==> config.mk <==
export PLATFORM = sky130hd
export DESIGN_NAME = sprite_step_controller
export DESIGN_NICKNAME = d
export VERILOG_FILES = /design/src/rtl/sprite_step_controller.sv
export SDC_FILE = /design/constraint.sdc
export NUM_CORES = 1
export LEC_CHECK = 0
export ABC_AREA = 1
export ABC_CLOCK_PERIOD_IN_PS = 5200
export BUFFER_PORTS_ARGS = -buffer_cell sky130_fd_sc_hd__buf_2
export CORE_ASPECT_RATIO = 0.5
export CORE_UTILIZATION = 65
export CTS_BUF_LIST = sky130_fd_sc_hd__clkbuf_8
export DETAILED_ROUTE_END_ITERATION = 10
export GPL_TIMING_DRIVEN = 0
export PLACE_DENSITY = 0.88
export SLEW_MARGIN = 20
export SYNTH_ARGS = -nofsm -noshare
export SYNTH_HDL_FRONTEND = slang
export SYNTH_SLANG_ARGS = --single-unit
export TNS_END_PERCENT = 5
==> constraint.sdc <==
create_clock -name clock_50 -period 5.2 [get_ports clock_50]
set_clock_uncertainty 0.1 [all_clocks]
set_input_delay 0.52 -clock clock_50 [delete_from_list [all_inputs] [get_ports clock_50]]
set_output_delay 0.52 -clock clock_50 [all_outputs]
set_load 0.02 [all_outputs]
==> src/rtl/sprite_step_controller.sv <==
// Turns reduced_clock toggles into maze steps for one sprite.
// Each step tries the requested direction, then falls back to the current
// direction. The maze wall ROM answers one cycle after each probe. A step
// that commits asks the plotter to erase the old cell and then draw the new
// one.
// Ports:
//   clock_50, reset          clock, synchronous active-high reset
//   en, reduced_clock        tick enable and the toggling tick source
//   dir_req, dir_req_valid   direction request strobe
//   probe_x/y, probe_wall    maze wall lookup (wall result is 1-cycle latency)
//   plot_req/ack, plot_x/y,  plotter handshake; erase=1 draws background
//   plot_erase
//   pos_x/y, cur_dir         sprite position and travelled direction
//   moved, tick_overrun      single-cycle status pulses
module sprite_step_controller #(
    parameter int unsigned X_W     = 8,
    parameter int unsigned Y_W     = 7,
    parameter int unsigned MAX_X   = 159,
    parameter int unsigned MAX_Y   = 119,
    parameter int unsigned START_X = 80,
    parameter int unsigned START_Y = 60,
    parameter logic [1:0]  START_D = 2'd2
) (
    input  logic           clock_50,
    input  logic           reset,
    input  logic           en,
    input  logic           reduced_clock,
    input  logic [1:0]     dir_req,
    input  logic           dir_req_valid,
    output logic [X_W-1:0] probe_x,
    output logic [Y_W-1:0] probe_y,
    input  logic           probe_wall,
    output logic           plot_req,
    input  logic           plot_ack,
    output logic [X_W-1:0] plot_x,
    output logic [Y_W-1:0] plot_y,
    output logic           plot_erase,
    output logic [X_W-1:0] pos_x,
    output logic [Y_W-1:0] pos_y,
    output logic [1:0]     cur_dir,
    output logic           moved,
    output logic           tick_overrun
);

    typedef enum logic [2:0] {
        IDLE, PROBE_P, CHK_P, PROBE_C, CHK_C, ERASE, DRAW
    } state_e;

    state_e         state_q, state_d;
    logic           rc_q, rc_d;
    logic           tick_pending_q, tick_pending_d;
    logic [1:0]     pending_dir_q, pending_dir_d;
    logic [1:0]     cur_dir_q, cur_dir_d;
    logic [1:0]     try_dir_q, try_dir_d;
    logic [X_W-1:0] pos_x_q, pos_x_d, tgt_x_q, tgt_x_d, probe_x_q, probe_x_d, plot_x_q, plot_x_d;
    logic [Y_W-1:0] pos_y_q, pos_y_d, tgt_y_q, tgt_y_d, probe_y_q, probe_y_d, plot_y_q, plot_y_d;
    logic           plot_req_q, plot_req_d;
    logic           plot_erase_q, plot_erase_d;
    logic           moved_q, moved_d;
    logic           tick_overrun_q, tick_overrun_d;

    logic           tick_c;
    logic           tp_blk, tc_blk;
    logic [X_W-1:0] tp_x, tc_x;
    logic [Y_W-1:0] tp_y, tc_y;

    // Neighbour cell in direction d; MSB flags a vertical edge (blocked without a lookup).
    function automatic logic [X_W+Y_W:0] calc_target(input logic [X_W-1:0] x,
                                                     input logic [Y_W-1:0] y,
                                                     input logic [1:0]     d);
        logic [X_W-1:0] nx;
        logic [Y_W-1:0] ny;
        logic           blk;
        nx  = x;
        ny  = y;
        blk = 1'b0;
        case (d)
            2'd0:    if (y == '0) blk = 1'b1; else ny = y - Y_W'(1);
            2'd1:    if (y == Y_W'(MAX_Y)) blk = 1'b1; else ny = y + Y_W'(1);
            2'd2:    nx = (x == '0) ? X_W'(MAX_X) : x - X_W'(1);
            default: nx = (x == X_W'(MAX_X)) ? '0 : x + X_W'(1);
        endcase
        return {blk, nx, ny};
    endfunction

    // Candidate targets for the requested and the current direction.
    always_comb begin
        {tp_blk, tp_x, tp_y} = calc_target(pos_x_q, pos_y_q, pending_dir_q);
        {tc_blk, tc_x, tc_y} = calc_target(pos_x_q, pos_y_q, cur_dir_q);
    end

    assign tick_c = reduced_clock ^ rc_q;

    // Next-state and output logic.
    always_comb begin
        state_d        = state_q;
        rc_d           = reduced_clock;
        tick_pending_d = tick_pending_q;
        pending_dir_d  = pending_dir_q;
        cur_dir_d      = cur_dir_q;
        try_dir_d      = try_dir_q;
        pos_x_d        = pos_x_q;
        pos_y_d        = pos_y_q;
        tgt_x_d        = tgt_x_q;
        tgt_y_d        = tgt_y_q;
        probe_x_d      = probe_x_q;
        probe_y_d      = probe_y_q;
        plot_req_d     = plot_req_q;
        plot_x_d       = plot_x_q;
        plot_y_d       = plot_y_q;
        plot_erase_d   = plot_erase_q;
        moved_d        = 1'b0;
        tick_overrun_d = 1'b0;

        if (dir_req_valid) pending_dir_d = dir_req;

        if (tick_c && en && tick_pending_q && (state_q != IDLE)) tick_overrun_d = 1'b1;

        case (state_q)
            IDLE: begin
                if (tick_pending_q) begin
                    tick_pending_d = 1'b0;
                    // Direction under test is frozen so a mid-step request waits for the next tick.
                    try_dir_d      = pending_dir_q;
                    if (!tp_blk) begin
                        probe_x_d = tp_x;
                        probe_y_d = tp_y;
                        tgt_x_d   = tp_x;
                        tgt_y_d   = tp_y;
                        state_d   = PROBE_P;
                    end else if (!tc_blk) begin
                        probe_x_d = tc_x;
                        probe_y_d = tc_y;
                        tgt_x_d   = tc_x;
                        tgt_y_d   = tc_y;
                        state_d   = PROBE_C;
                    end
                end
            end
            PROBE_P: state_d = CHK_P;
            CHK_P: begin
                if (!probe_wall) begin
                    cur_dir_d    = try_dir_q;
                    plot_req_d   = 1'b1;
                    plot_x_d     = pos_x_q;
                    plot_y_d     = pos_y_q;
                    plot_erase_d = 1'b1;
                    state_d      = ERASE;
                end else if (!tc_blk) begin
                    probe_x_d = tc_x;
                    probe_y_d = tc_y;
                    tgt_x_d   = tc_x;
                    tgt_y_d   = tc_y;
                    state_d   = PROBE_C;
                end else begin
                    state_d = IDLE;
                end
            end
            PROBE_C: state_d = CHK_C;
            CHK_C: begin
                if (!probe_wall) begin
                    plot_req_d   = 1'b1;
                    plot_x_d     = pos_x_q;
                    plot_y_d     = pos_y_q;
                    plot_erase_d = 1'b1;
                    state_d      = ERASE;
                end else begin
                    state_d = IDLE;
                end
            end
            ERASE: begin
                if (plot_req_q && plot_ack) begin
                    plot_req_d   = 1'b0;
                    pos_x_d      = tgt_x_q;
                    pos_y_d      = tgt_y_q;
                    moved_d      = 1'b1;
                    plot_x_d     = tgt_x_q;
                    plot_y_d     = tgt_y_q;
                    plot_erase_d = 1'b0;
                    state_d      = DRAW;
                end
            end
            DRAW: begin
                // Request drops for one cycle after the erase ack, then re-asserts for the draw.
                if (!plot_req_q) begin
                    plot_req_d = 1'b1;
                end else if (plot_ack) begin
                    plot_req_d = 1'b0;
                    state_d    = IDLE;
                end
            end
            default: state_d = IDLE;
        endcase

        // Set after the IDLE clear so a same-cycle tick re-arms the flag.
        if (tick_c && en) tick_pending_d = 1'b1;
    end

    // State and output registers.
    always_ff @(posedge clock_50) begin
        if (reset) begin
            state_q        <= IDLE;
            rc_q           <= 1'b0;
            tick_pending_q <= 1'b0;
            pending_dir_q  <= START_D;
            cur_dir_q      <= START_D;
            try_dir_q      <= START_D;
            pos_x_q        <= X_W'(START_X);
            pos_y_q        <= Y_W'(START_Y);
            tgt_x_q        <= X_W'(START_X);
            tgt_y_q        <= Y_W'(START_Y);
            probe_x_q      <= X_W'(START_X);
            probe_y_q      <= Y_W'(START_Y);
            plot_req_q     <= 1'b0;
            plot_x_q       <= X_W'(START_X);
            plot_y_q       <= Y_W'(START_Y);
            plot_erase_q   <= 1'b0;
            moved_q        <= 1'b0;
            tick_overrun_q <= 1'b0;
        end else begin
            state_q        <= state_d;
            rc_q           <= rc_d;
            tick_pending_q <= tick_pending_d;
            pending_dir_q  <= pending_dir_d;
            cur_dir_q      <= cur_dir_d;
            try_dir_q      <= try_dir_d;
            pos_x_q        <= pos_x_d;
            pos_y_q        <= pos_y_d;
            tgt_x_q        <= tgt_x_d;
            tgt_y_q        <= tgt_y_d;
            probe_x_q      <= probe_x_d;
            probe_y_q      <= probe_y_d;
            plot_req_q     <= plot_req_d;
            plot_x_q       <= plot_x_d;
            plot_y_q       <= plot_y_d;
            plot_erase_q   <= plot_erase_d;
            moved_q        <= moved_d;
            tick_overrun_q <= tick_overrun_d;
        end
    end

    assign probe_x      = probe_x_q;
    assign probe_y      = probe_y_q;
    assign plot_req     = plot_req_q;
    assign plot_x       = plot_x_q;
    assign plot_y       = plot_y_q;
    assign plot_erase   = plot_erase_q;
    assign pos_x        = pos_x_q;
    assign pos_y        = pos_y_q;
    assign cur_dir      = cur_dir_q;
    assign moved        = moved_q;
    assign tick_overrun = tick_overrun_q;

endmodule

==> metrics, run 1 <==
Setup Buffers After CTS 0; Place WS 2730 ps; FF-to-FF setup slack 2630 ps; Reg area 1501 um^2; Max IR drop VDD 0.2091 mV; DR iter-0 viols 883; Cells after DPL 884; Total GRT Usage 40.08%; vias in the first global route 4,386; largest net degree at the start of global routing 14; period utilization 49.51%; final setup fails 0; post_cts resized 0; power density cells 250.8 nW/um^2; Crit Reg-Reg Startpoint pos_y[0]; drt first pass iters 8; I/O pin count 60; Worst Setup Start Kind register; area grow syn2layout 14.13%; Vias 5,541; worst reg-to-reg path cell count 10; Nets 817; Routed WL per cell 16.52 um; Initial Util 68.17%; Die Area 7443 um^2; row count 21; multi-input logic area 2683 um^2; worst skew pair latency 370 ps; Worst EP arrival 2710 ps; Reg clk slew, reported paths 80 ps; critical path class reg -> reg; grt total ovfl 0; crit path time final 2575 ps; H-tree depth 3; Worst Hold Class in -> reg; Post-Route WL 14,870 um; Setup crit end tgt_y_q[3]; # DRC 0; top-count cell post-synth nand2_1; syn avg cell area 6.280 um^2; Die X 121.0 um; crit path capture type register; total of max-cap violations 0; final worst slack 2625 ps; # hold bufs at CTS 0; crit path max fanout 10; post-synth top area share 32.62%; CP Launch Point pos_y[0]; Main synth FF type dfxtp_1; largest area contributor in the netlist dfxtp_1; global-route wire length before repair 22,230 um; Fillers 538; Post-synth EDFFs 0; Worst Tran Pin Value 698.7 ps; initial antenna violation count 0; RSZ-0062 raised after global routing false; status complete, no violations; CTS tree done; synth top area cells dfxtp_1, nand2_1, nand3_1; via-per-instance ratio 6.157; clk sinks 75; HPWL after DPL 10,730 um; P_leak 0.002494 uW; Final Hold Slack 271.7 ps; most instantiated cells after synthesis nand2_1, nand3_1, dfxtp_1, nor2_1, o21ai_0; CTS Root Cell clkbuf_8; synthesized area 4603 um^2; Worst slew margin 53.42%; port buffer count 59; Post-Route Utilization 77.80%; CP required 5330 ps; flops & latches, synth 75; Fin. Hold Viols 0; yosys warns 0; FMAX 0.3884 GHz; CTS Buf Count 9; post-route insts no fill 900; die height 61.51 um; setup TNS 0 ps; antenna diode instance count 0; Yosys cell types 32; Final Max Slew Viols 0; CTS max path bufs 2; syn_nets 747; cell count after synthesis 733; FF-to-FF End tgt_y_q[3]; share of cells above drive strength 1 15.97%; Post-synth ARST share 0%; ANT nets after route 0; core area 6753 um^2; post-synthesis sequential area ratio 32.62%; GPL Wtd Cong 0.9749
-- critical path, stage by stage, from the launching register on --
cell and delay [ps]:
dfxtp_1 360, buf_2 230, clkinv_1 280, ha_1 340
nand4_2 150, nand3_4 170, inv_2 150, buf_2 280
nand4_1 120, nand3_1 150, nand3_1 80
-- power breakdown --
part | switching [uW] | internal (uW) | total, uW | leakage, uW
Sequential | 19.6 | 597 | 617 | 0.000610
Combinational | 98.2 | 45.9 | 144 | 0.00176
Clock | 237 | 319 | 556 | 0.000125
-- through the flow --
stage | total power (uW) | instance area (um^2)
detailed placement | 767.4 | 5014
finish | 1318 | 5254
CTS | 1305 | 5254
floorplan | 722.0 | 4603
global route | 1351 | 5254
global placement | 763.9 | 5014
-- flip-flops by register name, summed over array words and instances, names as in the netlist, 2 cells and up --
name,cells
cur_dir,2
pending_dir_q,2
plot_x,8
plot_y,7
pos_x,8
pos_y,7
probe_x,8
probe_y,7
state_q,3
tgt_x_q,8
tgt_y_q,7
try_dir_q,2
-- routing by layer --
| metal | part of all wire (%) | GRT usage, % |
|---|---|---|
| met2 | 42 | 60.33 |
| met1 | 42 | 54.16 |
| met3 | 14 | 13.43 |
| met5 | 0.28 | 4.375 |
| met4 | 2.6 | 13.05 |
-- area by class of cell --
type | instances | share of cell area [%]
multi-input cells | 563 | 51.06
flip-flops and latches | 75 | 28.58
repair buffers | 59 | 5.620
inverters | 63 | 4.549
plain buffers | 32 | 3.429
clock buffers | 9 | 2.358
clock inverters | 7 | 2.215
well taps | 92 | 2.191
-- worst min-delay path by stage --
stage,from,endpoint,depth (start not counted)
6_report,reduced_clock,rc_q,3
5_1_grt,reduced_clock,rc_q,3
4_1_cts,reduced_clock,rc_q,3
3_5_place_dp,plot_y[5],plot_y[5],2
3_3_place_gp,try_dir_q[0],cur_dir[0],2
2_1_floorplan,try_dir_q[0],cur_dir[0],2
-- cells by family after synthesis --
family	share of synthesized area [%]
AO/OA/AOI/OAI	14.49
XOR/XNOR	1.142
AND/OR/NAND/NOR	41.29
buffers and inverters	9.106
flip-flops	32.62
adder cells (fa/ha/maj)	1.359
-- cell usage in the layout, fill, tap and decap left out, drive strengths merged --
| master | instances |
|---|---|
| o221ai | 4 |
| a31oi | 9 |
| o21ai | 61 |
| nand4 | 24 |
| nand3 | 84 |
| inv | 61 |
| bufinv | 3 |
| o31ai | 3 |
| or2 | 1 |
| a21oi | 27 |
| xor2 | 6 |
| clkbuf | 18 |
| o211ai | 15 |
| buf | 82 |
| nor2 | 69 |
| nand2 | 254 |
| clkinv | 6 |
| ha | 5 |
| nor4 | 1 |
| dfxtp | 75 |
(Power assumes the default switching activity.)
==> inputs of run 2 (changes only) <==
--- a/config.mk
+++ b/config.mk
@@ -6,14 +6,14 @@
 export NUM_CORES = 1
 export LEC_CHECK = 0
 export ABC_AREA = 1
-export ABC_CLOCK_PERIOD_IN_PS = 5200
+export ABC_CLOCK_PERIOD_IN_PS = 2700
 export BUFFER_PORTS_ARGS = -buffer_cell sky130_fd_sc_hd__buf_2
 export CORE_ASPECT_RATIO = 0.5
-export CORE_UTILIZATION = 65
+export CORE_UTILIZATION = 60
 export CTS_BUF_LIST = sky130_fd_sc_hd__clkbuf_8
 export DETAILED_ROUTE_END_ITERATION = 10
 export GPL_TIMING_DRIVEN = 0
-export PLACE_DENSITY = 0.88
+export PLACE_DENSITY = 0.82
 export SLEW_MARGIN = 20
 export SYNTH_ARGS = -nofsm -noshare
 export SYNTH_HDL_FRONTEND = slang
==> constraint.sdc (replaced) <==
create_clock -name clock_50 -period 2.7 [get_ports clock_50]
set_clock_uncertainty 0.1 [all_clocks]
set_input_delay 0.27 -clock clock_50 [delete_from_list [all_inputs] [get_ports clock_50]]
set_output_delay 0.27 -clock clock_50 [all_outputs]
set_load 0.02 [all_outputs]
==> run 2 against run 1 <==
Hold slack lost 250 ps. First-iteration DRC count shrank 40%. Wire length grew 2.9%. Core utilization shrank 6.5 points. Flip-flop and latch count is the same. Critical endpoint is now probe_x[3]. Power grew 92%. Sequential share of layout area is essentially flat. Worst setup slack lost 2400 ps. Clock power grew 91%. Final cell count grew 0.44%. Combinational power grew 94%. Largest cell class unchanged. Critical path depth grew 3. Largest power group unchanged.
==> metrics, run 2 (synthesis results as in run 1) <==
grt total ovfl 0; Worst Setup Start Kind register; Total GRT Usage 39.26%; Max IR drop VDD 0.2597 mV; setup TNS 0 ps; CTS Root Cell clkbuf_8; CP required 2900 ps; drt first pass iters 5; clk sinks 75; Post-Route Utilization 71.34%; Initial Util 62.40%; via-per-instance ratio 6.006; Final Max Slew Viols 0; CTS max path bufs 2; crit path time final 2476 ps; GPL Wtd Cong 0.9665; power density cells 480.3 nW/um^2; Die Area 8048 um^2; most frequent cells in the layout nand2_1, nand3_1, dfxtp_1; RSZ-0062 raised after global routing false; Cells after DPL 888; global-route wire length before repair 23,980 um; P_leak 0.002488 uW; Fillers 680; ANT nets after route 0; post_cts resized 0; status complete, no violations; DR iter-0 viols 527; Die X 125.9 um; crit path max fanout 10; Pwr Total 2527 uW; most common cell after layout, fill and taps aside nand2_1; Worst Hold Class in -> reg; largest net degree at the start of global routing 14; CTS Buf Count 9; Worst Tran Pin Value 728.1 ps; die height 63.94 um; H-tree depth 3; Fin. Hold Viols 0; # hold bufs at CTS 0; Reg area 1501 um^2; CTS tree done; worst skew pair latency 360 ps; row count 22; I/O pin count 60; FMAX 0.4038 GHz; vias in the first global route 4,746; # DRC 0; area grow syn2layout 14.32%; post-route insts no fill 904; final setup fails 0; Worst EP arrival 2680 ps; multi-input logic area 2683 um^2; antenna diode instance count 0; Vias 5,429; HPWL after DPL 11,010 um; period utilization 91.71%; crit path capture type register; initial antenna violation count 0; Post-Route WL 15,310 um; Reg clk slew, reported paths 80 ps; share of cells above drive strength 1 16.21%; Setup Buffers After CTS 0; core area 7377 um^2; Worst slew margin 51.28%; critical path class reg -> reg; Nets 817; port buffer count 59; total of max-cap violations 0; Routed WL per cell 16.93 um
==> run 2: final timing paths <==
path                start               end  slack [ps]  cells past startpoint
max              pos_x[0]        probe_x[3]         220                     13
min            dir_req[1]  pending_dir_q[1]          20                      3
max reg2reg      pos_x[0]        probe_x[3]         220                     13
min reg2reg  try_dir_q[0]        cur_dir[0]         350                      2
==> run 2: stage by stage <==
step                instance area, um^2  hold slack [ps]  setup slack (ps)
finish                             5263            17.81             223.7
global route                       5263            34.54             22.69
CTS                                5259            13.01             219.2
detailed placement                 5019            337.0             217.9
global placement                   5019            333.8             249.7
floorplan                          4603            249.1             588.4
==> run 2: metal layers <==
metal | share of wire (%) | vias up | global-route usage (%)
met5 | 0 | - | 0
met1 | 44 | 2463 | 52.49
met3 | 12 | 47 | 12.65
li1 | - | 2566 | -
met2 | 41 | 353 | 58.89
met4 | 2.3 | 0 | 15.21
==> run 2: layout make-up <==
cell class	count	share of cell area, %
buffer	32	3.424
multi-input combinational	563	50.97
tap	96	2.282
clock buffer	9	2.354
timing repair buffer	59	5.611
inverter	63	4.612
sequential	75	28.53
clock inverter	7	2.211
==> run 2: worst max-delay path, stage by stage (launching register included) <==
cell	delay, ps
dfxtp_1	430
inv_1	110
clkbuf_1	330
ha_1	310
nand2_1	110
nor2_1	360
inv_1	150
nand3_1	120
nand2_1	60
nand3_1	90
nand2_1	50
nand2_1	80
nor2_1	50
nor2_1	70
==> run 2: power breakdown <==
part / leakage (uW) / switching, uW / internal [uW]
clock network: 0.000119 / 448 / 612
logic: 0.00176 / 191 / 88.3
registers: 0.000610 / 37.6 / 1150
